### src/rtl/prop_host_uart_tx.sv
// rtl/prop_host_uart_tx.sv - buffered 8N1 host transmitter driving the Propeller P31 line (optional break: TX_BREAK_EN)
module prop_host_uart_tx #(
    parameter int FIFO_DEPTH = 16,
    parameter int DIV_W      = 16
) (
    input  logic                          clock,
    input  logic                          res,
    input  logic [DIV_W-1:0]              divisor,
    input  logic [7:0]                    in_data,
    input  logic                          in_valid,
    output logic                          in_ready,
    output logic                          tx,
    output logic                          busy,
`ifdef TX_BREAK_EN
    input  logic                          break_req,
`endif
    output logic [$clog2(FIFO_DEPTH):0]   fifo_count
);
    localparam int            AW      = $clog2(FIFO_DEPTH);
    localparam logic [AW:0]   DEPTH_C = (AW+1)'(FIFO_DEPTH);

`ifdef TX_BREAK_EN
    typedef enum logic [2:0] {IDLE, START, DATA, STOP, BRK} state_t;
`else
    typedef enum logic [1:0] {IDLE, START, DATA, STOP} state_t;
`endif

    logic [7:0]       mem [FIFO_DEPTH];
    logic [AW-1:0]    wr_ptr, rd_ptr;
    logic [AW:0]      count;
    logic             push, pop, fifo_empty;

    state_t           state, state_n;
    logic [DIV_W-1:0] baud, baud_n, div_lat, div_lat_n;
    logic [7:0]       shreg, shreg_n;
    logic [2:0]       bit_idx, bit_idx_n;
    logic             tx_n, go_frame, bit_end;

`ifdef TX_BREAK_EN
    logic [3:0]       brk_bits, brk_bits_n;
    logic             brk_pend, brk_want, go_brk;
    assign brk_want = break_req || brk_pend;
`endif

    // A full FIFO refuses the push even when the same edge pops, so in_ready looks only at count.
    assign in_ready   = !res && (count < DEPTH_C);
    assign push       = in_valid && in_ready;
    assign fifo_empty = (count == '0);
    assign fifo_count = count;
    assign bit_end    = (baud == '0);
    assign busy       = (state != IDLE) || !fifo_empty;

    // Byte storage; contents are don't-care until written, so no reset.
    always_ff @(posedge clock) begin
        if (push) mem[wr_ptr] <= in_data;
    end

    // FIFO pointers and occupancy; pointers wrap naturally because depth is a power of 2.
    always_ff @(posedge clock or posedge res) begin
        if (res) begin
            wr_ptr <= '0;
            rd_ptr <= '0;
            count  <= '0;
        end else begin
            if (push) wr_ptr <= wr_ptr + 1'b1;
            if (pop)  rd_ptr <= rd_ptr + 1'b1;
            case ({push, pop})
                2'b10:   count <= count + 1'b1;
                2'b01:   count <= count - 1'b1;
                default: ;
            endcase
        end
    end

`ifdef TX_BREAK_EN
    // Remember a short break_req pulse so it is honoured once the current frame finishes.
    always_ff @(posedge clock or posedge res) begin
        if (res)                           brk_pend <= 1'b0;
        else if (go_brk)                   brk_pend <= 1'b0;
        else if (break_req && state != BRK) brk_pend <= 1'b1;
    end
`endif

    // Frame state, bit timer, shifter and the registered line output.
    always_ff @(posedge clock or posedge res) begin
        if (res) begin
            state   <= IDLE;
            baud    <= '0;
            div_lat <= '0;
            shreg   <= '0;
            bit_idx <= '0;
            tx      <= 1'b1;
`ifdef TX_BREAK_EN
            brk_bits <= '0;
`endif
        end else begin
            state   <= state_n;
            baud    <= baud_n;
            div_lat <= div_lat_n;
            shreg   <= shreg_n;
            bit_idx <= bit_idx_n;
            tx      <= tx_n;
`ifdef TX_BREAK_EN
            brk_bits <= brk_bits_n;
`endif
        end
    end

    // Next-state logic: each bit lasts div_lat+1 clocks; a new frame latches byte and divisor at pop.
    always_comb begin
        state_n   = state;
        baud_n    = baud;
        div_lat_n = div_lat;
        shreg_n   = shreg;
        bit_idx_n = bit_idx;
        tx_n      = tx;
        go_frame  = 1'b0;
        pop       = 1'b0;
`ifdef TX_BREAK_EN
        go_brk     = 1'b0;
        brk_bits_n = brk_bits;
`endif
        case (state)
            IDLE: begin
                tx_n = 1'b1;
`ifdef TX_BREAK_EN
                if (brk_want) go_brk = 1'b1;
                else
`endif
                if (!fifo_empty) go_frame = 1'b1;
            end
            START: begin
                if (!bit_end) baud_n = baud - 1'b1;
                else begin
                    state_n   = DATA;
                    baud_n    = div_lat;
                    bit_idx_n = 3'd0;
                    tx_n      = shreg[0];
                    shreg_n   = {1'b0, shreg[7:1]};
                end
            end
            DATA: begin
                if (!bit_end) baud_n = baud - 1'b1;
                else if (bit_idx == 3'd7) begin
                    state_n = STOP;
                    baud_n  = div_lat;
                    tx_n    = 1'b1;
                end else begin
                    bit_idx_n = bit_idx + 3'd1;
                    baud_n    = div_lat;
                    tx_n      = shreg[0];
                    shreg_n   = {1'b0, shreg[7:1]};
                end
            end
            STOP: begin
                if (!bit_end) baud_n = baud - 1'b1;
`ifdef TX_BREAK_EN
                else if (brk_want) go_brk = 1'b1;
`endif
                else if (!fifo_empty) go_frame = 1'b1;
                else state_n = IDLE;
            end
`ifdef TX_BREAK_EN
            BRK: begin
                // Ten bit periods minimum (count saturates at 10), then hold while break_req stays high.
                if ((brk_bits == 4'd10 || (bit_end && brk_bits == 4'd9)) && !break_req) begin
                    state_n = STOP;
                    baud_n  = div_lat;
                    tx_n    = 1'b1;
                end else if (brk_bits != 4'd10) begin
                    if (bit_end) begin
                        brk_bits_n = brk_bits + 4'd1;
                        baud_n     = div_lat;
                    end else begin
                        baud_n = baud - 1'b1;
                    end
                end
            end
`endif
            default: state_n = IDLE;
        endcase

        if (go_frame) begin
            pop       = 1'b1;
            shreg_n   = mem[rd_ptr];
            div_lat_n = divisor;
            baud_n    = divisor;
            state_n   = START;
            tx_n      = 1'b0;
        end
`ifdef TX_BREAK_EN
        if (go_brk) begin
            div_lat_n  = divisor;
            baud_n     = divisor;
            brk_bits_n = '0;
            state_n    = BRK;
            tx_n       = 1'b0;
        end
`endif
    end
endmodule

### config.mk
export PLATFORM = sky130hd
export DESIGN_NAME = prop_host_uart_tx
export DESIGN_NICKNAME = d
export VERILOG_FILES = /design/src/rtl/prop_host_uart_tx.sv
export SDC_FILE = /design/constraint.sdc
export NUM_CORES = 1
export LEC_CHECK = 0
export ABC_AREA = 0
export BUFFER_PORTS_ARGS = -buffer_cell sky130_fd_sc_hd__clkbuf_2
export CAP_MARGIN = 25
export CORE_MARGIN = 3
export CORE_UTILIZATION = 35
export DETAILED_ROUTE_END_ITERATION = 10
export PLACE_DENSITY = 0.56
export SYNTH_ARGS = -nofsm -noshare
export SYNTH_HDL_FRONTEND = slang
export SYNTH_SLANG_ARGS = --single-unit
### constraint.sdc
create_clock -name clock -period 3.75 [get_ports clock]
set_input_delay 0.5625 -clock clock [delete_from_list [all_inputs] [get_ports clock]]
set_output_delay 0.5625 -clock clock [all_outputs]
set_load 0.1 [all_outputs]
==> results of run 1 <==
==> through the flow <==
step                area, um^2  setup WS (ns)  hold WS [ns]  power [W]  std cells
floorplan                 8470       0.000317         0.441    0.00513        624
finish                    9540          0.525        0.0544    0.00757        984
global route              9540          0.239        0.0503    0.00808        984
global placement          8900          0.742         0.459    0.00568        951
CTS                       9540          0.546        0.0326    0.00763        984
detailed placement        8920          0.577         0.464    0.00576        952
==> Yosys cell counts (all sizes together) (9+ instances only) <==
cell type  instances  share of area
a31oi             10         0.0074
nor4               9          0.012
ha                15          0.022
nand2             89          0.040
mux4              20          0.053
o21ai             33          0.020
nor3               9         0.0053
xnor2             10          0.010
inv               13         0.0058
and2              19          0.014
dfrtp             58           0.17
clkbuf            19          0.011
a21oi             11         0.0065
buf               17          0.015
a221oi            13          0.013
nor2              29          0.013
edfxtp           128           0.45
mux2i             34          0.040
==> registers in the layout, indices dropped and copies added, names as in the netlist <==
register / flops
mem: 128
baud: 16
div_lat: 16
shreg: 8
fifo_count: 5
rd_ptr: 4
wr_ptr: 4
bit_idx: 3
state: 2
tx: 1
==> worst max-delay path, stage by stage (launching register included) <==
cell and delay [ns]:
dfrtp_1 0.38, ha_1 0.28, nor4bb_1 0.40, nand4_1 0.22
a211o_1 0.37, inv_2 0.06, ha_1 0.17, xor2_1 0.08
ha_1 0.18, a41oi_1 0.15, o31ai_1 0.12, and3_1 0.22
a221oi_1 0.32, nand4_1 0.14
==> logic make-up after synthesis <==
logic type               after synthesis  synth area share
AND/OR/NAND/NOR                      190             0.113
flip-flops                           187             0.629
multiplexers                          59             0.100
AO/OA/AOI/OAI                        110            0.0898
buffers and inverters                 50            0.0318
adder cells (fa/ha/maj)               15            0.0222
XOR/XNOR                              13            0.0135
==> worst max-delay path by stage <==
| stage | end | from | slack [ns] |
|---|---|---|---|
| 2_1_floorplan | fifo_count[4] | fifo_count[2] | 0.0003 |
| 3_3_place_gp | fifo_count[4] | state[0] | 0.74 |
| 3_5_place_dp | fifo_count[4] | state[1] | 0.58 |
| 4_1_cts | fifo_count[4] | state[1] | 0.55 |
| 5_1_grt | fifo_count[4] | state[0] | 0.24 |
| 6_report | fifo_count[4] | state[1] | 0.53 |
==> layer usage <==
metal  GRT usage  part of all wire
met5           0                 0
met4      0.0411             0.012
met3      0.0267             0.034
met2       0.240              0.50
met1       0.189              0.45
==> power breakdown <==
| group | total (W) | switching, W | internal, W |
|---|---|---|---|
| logic | 0.00272 | 0.00165 | 0.00107 |
| registers | 0.00299 | 0.000449 | 0.00254 |
| clock network | 0.00186 | 0.000932 | 0.000928 |
==> cell type report <==
type / instances / share of cell area
sequential: 187 / 0.558
multi-input combinational: 387 / 0.301
clock buffer: 17 / 0.0446
tap: 319 / 0.0418
timing repair buffer: 45 / 0.0278
clock inverter: 15 / 0.0208
inverter: 14 / 0.00551
==> summary.md, run 1 <==
| Metric | Value |
|---|---|
| First-pass GRT wire length | `29300 um` |
| Library cells used by synthesis | `65` |
| Unrepaired setup endpoints after global routing | `no` |
| Part of the Yosys area used for sequential elements | `0.629` |
| Worst slew margin | `0.392` |
| Post-synthesis cell count | `approximately 620` |
| Synthesized flop and latch total | `between 150 and 200` |
| Number of synthesized flops with an enable pin | `roughly 130` |
| IO Pins | `35` |
| Worst EP required | `4.05 ns` |
| Async SR Flop Fraction | `0.316` |
| Clock skew | `roughly 0.014 ns` |
| Vias in the first global route | `between 5000 and 6000` |
| Placed wire-length estimate | `roughly 12000 um` |
| Cts bufs inserted | `17` |
| Area taken by multi-input logic gates | `approximately 2900 um^2` |
| Clock sinks | `187` |
| Via count | `approximately 5100` |
| Max clock buf depth | `2` |
| Fin util | `0.404` |
| CTS tree | `done` |
| Lkg Pwr | `3.57 nW` |
| Initial Utilization | `0.358` |
| DRT Wirelength | `around 18000 um` |
| GPL Wtd Cong | `0.887` |
| Setup TNS | `0 ns` |
| Most used flip-flop cell after synthesis | `edfxtp_1` |
| Depth of the worst register-to-register path | `13` |
| Initial antenna violation count | `0` |
| Worst Path Class, Setup | `reg2reg` |
| Mean Syn Cell Area | `~14 um^2` |
| CTS Hold Bufs | `0` |
| Fin. Hold Viols | `0` |
| Worst Path Arrival | `approximately 3.5 ns` |
| Peak VDD IR | `0.326 mV` |
| Total iterations of the first detailed-routing run | `5` |
| Post-route clock period utilization | `0.860` |
| CP max FO | `6` |
| FF+latch area | `~5300 um^2` |
| Worst-skew pair later-pin latency | `around 0.44 ns` |
| Count of pins over their slew limit | `0` |
| Transition time of the tightest slew-check pin | `0.912 ns` |
| GRT Overall Usage | `0.143` |
| # rows | `between 50 and 60` |
| Via-to-Cell Ratio | `5.21` |
| Syn_nets | `666` |
| Period minus WS final | `roughly 3.2 ns` |
| Run status | `finished, final reports clean` |
| Setup Buffers After CTS | `0` |
| Most common cell after layout, fill and taps aside | `edfxtp_1` |
| Core area | `23600 um^2` |
| Most frequent cells in the layout | `edfxtp_1 (128), nand2_1 (88), dfrtp_1 (53)` |
| Power Density | `slightly below 800 nW/um^2` |
| Fmax | `slightly above 0.3 GHz` |
| Resize count post-CTS | `0` |
| Antenna viol nets, final | `0` |
| Htree depth | `4` |
| Nets | `roughly 690` |
| PortBufs | `34` |
| Antenna diodes | `0` |
| Max-cap viol count | `0` |
| DIE AREA | `around 26000 um^2` |
| Area growth syn-to-layout | `12.8%` |
| R2r setup slk | `about 0.53 ns` |
| Startpoint Class | `flip-flop` |
| Clk slew on worst S/H paths | `~0.080 ns` |
| Synth warnings | `0` |
| Critical Path End Type | `flip-flop` |
| GRT overflow | `0` |
| Final setup viols | `0` |
| Synthesized area | `8460 um^2` |
| # DRC | `0` |
| Largest net degree at the start of global routing | `47` |
| Drt wl/cell | `17.9 um` |
| Iter 0 DRT Violations | `419` |
| Hold Crit Class | `in2async` |
| Layout cells sized above 1 | `0.185` |
| Die H | `about 160 um` |
| CTS root buf | `clkbuf_16` |
| Worst R2R End | `fifo_count[4]` |
| R2r startpoint | `state[1]` |
| Die Span X | `around 160 um` |
| Fill cells | `roughly 2200` |
No activity file was read; power rests on OpenSTA's default activity.
==> run 2: changes to the inputs <==
ABC_AREA = 1   (was 0)
==> run 2 against run 1 <==
Against the previous run: register-to-register slack better by 0.44 ns; critical path depth up 5; final area about the same; non-clock buffer count down 1; sequential power down 4%; worst setup slack better by 0.44 ns; critical path type unchanged; highest routed layer unchanged.
==> summary.md, run 2 <==
| Metric | Value |
|---|---|
| Largest net degree at the start of global routing | `between 60 and 70` |
| Initial antenna violation count | `0` |
| Vias in the first global route | `approximately 5400` |
| Synth warnings | `0` |
| Iter 0 DRT Violations | `356` |
| Worst Path Arrival | `3.12 ns` |
| NetSw | `roughly 0.0035 W` |
| Most common cell after layout, fill and taps aside | `nand2_1` |
| Initial Utilization | `0.356` |
| Cell with the most instances after synthesis | `nand2_1` |
| Via count | `5732` |
| Worst-skew pair later-pin latency | `roughly 0.45 ns` |
| Setup Buffers After CTS | `0` |
| Largest register FFs | `about 130` |
| Number of synthesized flops with an enable pin | `128` |
| Die Span X | `approximately 160 um` |
| Core area | `about 24000 um^2` |
| Hold Crit Class | `in2async` |
| Placed cell areas | `just under 9000 um^2` |
| Power Density | `846 nW/um^2` |
| Antenna viol nets, final | `0` |
| Most frequent cells in the layout | `nand2_1 (171), edfxtp_1 (128), nor2_1 (69)` |
| Switching part of the total | `0.438` |
| Library cells used by synthesis | `45` |
| Internal power | `~0.0045 W` |
| Cts bufs inserted | `17` |
| Syn_nets | `815` |
| Unrepaired setup endpoints after global routing | `no` |
| Area growth syn-to-layout | `13.7%` |
| Synthesized flop and latch total | `about 190` |
| Nets | `847` |
| Clock skew | `roughly 0.018 ns` |
| Synth top cells by count | `nand2_1 (171), edfxtp_1 (128), nor2_1 (70)` |
| Fmax | `between 0.3 and 0.4 GHz` |
| R2r setup slk | `between 0.9 and 1 ns` |
| Part of the Yosys area used for sequential elements | `0.634` |
| Clock sinks | `around 190` |
| Worst slew margin | `0.428` |
| Max clock buf depth | `2` |
| Max-cap viol count | `0` |
| Run status | `finished, final reports clean` |
| # rows | `56` |
| Placed wire-length estimate | `12200 um` |
| Antenna diodes | `0` |
| Setup TNS | `0 ns` |
| Via-to-Cell Ratio | `5.04` |
| Combinational cell fraction of total power | `0.395` |
| CTS Hold Bufs | `0` |
| Worst R2R End | `fifo_count[4]` |
| First-pass GRT wire length | `around 31000 um` |
| Transition time of the tightest slew-check pin | `approximately 0.85 ns` |
| Largest Register | `mem` |
| Most used flip-flop cell after synthesis | `edfxtp_1` |
| Largest regs | `mem x128, baud x16, div_lat x16` |
| Fin. Hold Viols | `0` |
| Mean Syn Cell Area | `around 11 um^2` |
| Peak VDD IR | `0.363 mV` |
| GRT overflow | `0` |
| Finished layout cell area | `about 9500 um^2` |
| DIE AREA | `about 26000 um^2` |
| CP max FO | `27` |
| Startpoint Class | `flip-flop` |
| CTS tree | `done` |
| Worst Path Class, Setup | `reg2reg` |
| Final setup viols | `0` |
| Async SR Flop Fraction | `0.316` |
| Layout cells sized above 1 | `0.133` |
| Critical Path End Type | `flip-flop` |
| GRT Overall Usage | `0.152` |
| Post-route clock period utilization | `0.742` |
| PortBufs | `34` |
| Die H | `roughly 160 um` |
| # DRC | `0` |
| DRT Wirelength | `between 15000 and 20000 um` |
| Worst EP required | `between 4 and 5 ns` |
| Clock network power share | `0.248` |
| Area leader, netlist | `edfxtp_1` |
| Resize count post-CTS | `0` |
| Ranking of synthesized cells by area | `edfxtp_1 (46%), dfrtp_1 (17%), nand2_1 (7.6%)` |
| Htree depth | `4` |
| Sequential share of power | `0.357` |
| Lkg Pwr | `about 3.8 nW` |
| Post-synthesis cell count | `between 700 and 800` |
| Clk slew on worst S/H paths | `0.08 ns` |
| Drt wl/cell | `approximately 17 um` |
| Total iterations of the first detailed-routing run | `7` |
| IO Pins | `35` |
| Count of pins over their slew limit | `0` |
| Period minus WS final | `approximately 2.8 ns` |
| R2r startpoint | `baud[0]` |
| GPL Wtd Cong | `slightly above 0.8` |
| Synthesized area | `8390 um^2` |
| CTS root buf | `clkbuf_16` |
| Top cell type's share of synthesized area | `0.458` |
| Depth of the worst register-to-register path | `18` |
[run 2: cell count changes in the layout (fill, tap and decap cells not counted), sizes merged, moves of 19 or more]
| cell | change |
|---|---|
| and2 | -19 |
| nand3 | +37 |
| nand2 | +89 |
| mux2i | -34 |
| mux4 | -20 |
| inv | +48 |
| nor2 | +48 |
| o21ai | +43 |
[run 2: layout make-up]
type / instances / area (um^2)
well taps: 319 / 399
fillers: 2293 / 14000
clock buffers: 17 / 425
inverters: 60 / 226
multi-input cells: 495 / 2670
flip-flops and latches: 187 / 5320
repair buffers: 44 / 258
clock inverters: 15 / 240
[run 2: worst max path at each step]
| stage | slack [ns] | from | end | cells after the start |
|---|---|---|---|---|
| 2_1_floorplan | 0.35 | fifo_count[4] | fifo_count[4] | 11 |
| 3_3_place_gp | 1.01 | baud[0] | fifo_count[4] | 18 |
| 3_5_place_dp | 0.95 | baud[0] | fifo_count[4] | 18 |
| 4_1_cts | 0.94 | baud[0] | fifo_count[4] | 18 |
| 5_1_grt | 0.66 | baud[0] | fifo_count[4] | 18 |
| 6_report | 0.97 | baud[0] | fifo_count[4] | 18 |
[run 2: metal layers]
layer	GRT usage	wire length [um]
met4	0.0485	354
met1	0.218	9370
met5	0	0
met3	0.0268	633
met2	0.238	8850
[run 2: power by group through the flow]
| stage | Combinational [W] | Sequential [W] | Clock [W] |
|---|---|---|---|
| floorplan | 0.00235 | 0.00305 | 0 |
| global placement | 0.00319 | 0.00293 | 0 |
| detailed placement | 0.00321 | 0.00293 | 0 |
| CTS | 0.00322 | 0.00289 | 0.00203 |
| global route | 0.00361 | 0.00294 | 0.00211 |
| finish | 0.00319 | 0.00288 | 0.00200 |
[run 2: kinds of logic after synthesis]
| family | count (synthesis) | synth area share |
|---|---|---|
| compound gates | 153 | 0.117 |
| xor+xnor | 15 | 0.0157 |
| fa+ha+maj | 15 | 0.0224 |
| buf+inv | 91 | 0.0482 |
| flops | 187 | 0.634 |
| simple gates | 312 | 0.163 |
[run 2: critical path, stage by stage, from the launching register on]
cell and delay [ns]:
dfrtp_1 0.36, inv_1 0.10, ha_1 0.21, nand2_2 0.13
nor2_4 0.19, nand3_4 0.09, nand2_2 0.11, nand2_4 0.05
clkinv_2 0.30, ha_1 0.35, xor2_1 0.22, ha_1 0.17
inv_1 0.05, nand2_1 0.07, nand2_1 0.06, nand2_1 0.06
nand2_1 0.04, nand3_1 0.06, nand2_1 0.05
[run 2: metrics by stage]
step,hold WS [ns],worst slack (ns),util,std cells,power (W)
3_5_place_dp,0.465,0.950,0.376,1104,0.00614
2_1_floorplan,0.443,0.346,-,773,0.00540
6_report,0.0333,0.966,0.405,1137,0.00808
4_1_cts,0.333,0.938,0.404,1136,0.00814
5_1_grt,0.0373,0.657,0.405,1137,0.00866
3_3_place_gp,0.457,1.01,0.376,1104,0.00612
==> run 3: changes to the inputs <==
clock period = 2.2 ns   (was 3.75 ns; I/O delays follow)
==> run 3 against run 2 <==
Against the previous run: non-clock buffer count up 55; combinational power up 100%; sequential power increased by 67%; fmax up 31%; via count grew 1.2%; register-to-register slack lost 0.89 ns; count of clock-buffer cells in the layout stayed put; largest power group unchanged; wire length rose by 0.84%; sequential share of layout area fell by 3.0 points; sequential cell count stayed put; final area up 5.9%.
==> summary.md, run 3 (synthesis gave the netlist of run 2 again) <==
| Metric | Value |
|---|---|
| Slowest cell on crit path | `dfrtp_1` |
| Fin. Hold Viols | `0` |
| Core area | `between 20000 and 25000 um^2` |
| Largest register FFs | `128` |
| WP depth | `18` |
| Final setup viols | `0` |
| Clock skew | `approximately 0.016 ns` |
| Nets | `902` |
| Lkg Pwr | `~4.1 nW` |
| Initial Utilization | `0.356` |
| Antenna viol nets, final | `0` |
| Layout cells sized above 1 | `0.221` |
| Peak VDD IR | `~0.73 mV` |
| Largest regs | `mem x128, baud x16, div_lat x16` |
| DRT Wirelength | `roughly 19000 um` |
| Post-route clock period utilization | `0.963` |
| Most common cell after layout, fill and taps aside | `nand2_1` |
| Worst Path Arrival | `2.45 ns` |
| Power Density | `~1400 nW/um^2` |
| Fill cells | `roughly 2300` |
| Clk slew on worst S/H paths | `about 0.080 ns` |
| Transition time of the tightest slew-check pin | `between 0.5 and 0.6 ns` |
| R2r startpoint | `baud[1]` |
| Final WS setup | `0.0807 ns` |
| Most frequent cells in the layout | `nand2_1 (167), edfxtp_1 (128), o21ai_0 (66)` |
| Period minus WS final | `between 2 and 2.5 ns` |
| Hold Crit Class | `in2reg` |
| Vias in the first global route | `roughly 5600` |
| Largest Register | `mem` |
| DIE AREA | `roughly 26000 um^2` |
| Largest net degree at the start of global routing | `60` |
| Crit path to | `fifo_count[4]` |
| Unrepaired setup endpoints after global routing | `yes` |
| CTS root buf | `clkbuf_16` |
| PortBufs | `34` |
| Worst-skew pair later-pin latency | `~0.44 ns` |
| GPL Wtd Cong | `0.779` |
| IO Pins | `35` |
| Worst R2R End | `fifo_count[4]` |
| Total iterations of the first detailed-routing run | `5` |
| GRT Overall Usage | `0.153` |
| Htree depth | `4` |
| DP Worst Slack | `-0.0261 ns` |
| Placed wire-length estimate | `roughly 13000 um` |
| Die H | `~160 um` |
| CTS tree | `done` |
| Via count | `just under 6000` |
| Critical Path Source | `baud[1]` |
| CP Buf/Inv Count | `3` |
| First-pass GRT wire length | `roughly 30000 um` |
| GRT overflow | `0` |
| Crit-path leading delay family | `simple AND/OR/NAND/NOR gates` |
| Slowest stage delay, CP | `0.38 ns` |
| CP max FO | `4` |
| Worst-path cell chain | `inv_2 -> ha_4 -> nand2_4 -> nor2_4 -> nand3_4 -> nand2_4 -> nand2_4 -> inv_4 -> ha_4 -> xor2_2 -> ha_2 -> inv_2 -> nand2_2 -> nand2_2 -> nand2_1 -> nand2_1 -> nand3_1 -> nand2_1` |
| Cts bufs inserted | `17` |
| Critical Path End Type | `flip-flop` |
| Depth of the worst register-to-register path | `18` |
| Antenna diodes | `0` |
| Worst slew margin | `0.633` |
| Iter 0 DRT Violations | `354` |
| Count of pins over their slew limit | `0` |
| Max-cap viol count | `0` |
| R2r setup slk | `slightly above 0.08 ns` |
| Startpoint Class | `flip-flop` |
| Die Span X | `~160 um` |
| # rows | `56` |
| Area growth syn-to-layout | `20.4%` |
| Hold_ws | `0.127 ns` |
| # DRC | `0` |
| Worst Path Class, Setup | `reg2reg` |
| Worst EP required | `2.53 ns` |
| Fmax | `roughly 0.47 GHz` |
| Clock sinks | `187` |
| Max clock buf depth | `2` |
| Drt wl/cell | `approximately 16 um` |
| Run status | `finished, final reports clean` |
| Initial antenna violation count | `0` |
| Via-to-Cell Ratio | `4.87` |
run 3: changes by cell type in the layout (fill, tap and decap cells not counted), sizes merged:
cell and delta:
buf +54, inv -3, clkinv +2, bufinv +1, dlygate4sd3 +1
run 3: timing repair:
action,in CTS,in global routing
pin swaps,1,14
resized for setup,0,18
cloned,0,0
endpoints found under the hold margin,53,0
buffers inserted,1,7
hold buffers,1,0
setup endpoints to repair,1,18
run 3: worst register-to-register path, stage by stage, from the launching register on:
cell and delay [ns]:
dfrtp_1 0.38, inv_2 0.08, ha_4 0.15, nand2_4 0.07
nor2_4 0.14, nand3_4 0.10, nand2_4 0.09, nand2_4 0.05
inv_4 0.06, ha_4 0.19, xor2_2 0.17, ha_2 0.20
inv_2 0.04, nand2_2 0.07, nand2_2 0.05, nand2_1 0.06
nand2_1 0.04, nand3_1 0.06, nand2_1 0.05
run 3: cell type report:
| cell class | count | area, um^2 | share of cell area |
|---|---|---|---|
| Clock buffer | 17 | 425 | 0.0421 |
| Sequential cell | 187 | 5330 | 0.528 |
| Clock inverter | 15 | 223 | 0.0220 |
| Inverter | 60 | 228 | 0.0225 |
| Multi-Input combinational cell | 495 | 2800 | 0.277 |
| Tap cell | 319 | 399 | 0.0395 |
| Timing Repair Buffer | 99 | 698 | 0.0691 |
run 3: worst min path at each step:
stage,from,end,cells past startpoint
global placement,res,wr_ptr[0],3
finish,divisor[1],div_lat[1],3
global route,divisor[14],div_lat[14],3
CTS,divisor[1],div_lat[1],3
floorplan,in_data[0],mem[0][0],0
detailed placement,res,bit_idx[1],3
run 3: stage by stage:
stage / instances / power (W) / setup TNS [ns] / utilization / cell area [um^2]
floorplan: 773 / 0.00934 / -24.29 / - / 8470
global placement: 1151 / 0.0111 / 0 / 0.396 / 9320
detailed placement: 1151 / 0.0112 / -0.0261 / 0.396 / 9320
CTS: 1185 / 0.0144 / 0 / 0.424 / 9990
global route: 1192 / 0.0157 / -0.131 / 0.429 / 10100
finish: 1192 / 0.0146 / 0 / 0.429 / 10100
run 3: where the power goes:
group / switching (W) / total, W / internal, W
clock: 0.00159 / 0.00328 / 0.00170
combinational: 0.00419 / 0.00652 / 0.00233
sequential: 0.000383 / 0.00481 / 0.00442
total: 0.00616 / 0.0146 / 0.00845
run 3: metal layers:
| metal | vias up | global-route usage | routed length [um] |
|---|---|---|---|
| li1 | 2885 | - | - |
| met1 | 2819 | 0.219 | 9340 |
| met2 | 89 | 0.243 | 9330 |
| met3 | 7 | 0.0255 | 552 |
| met4 | 0 | 0.0415 | 140 |
| met5 | - | 0 | 0 |
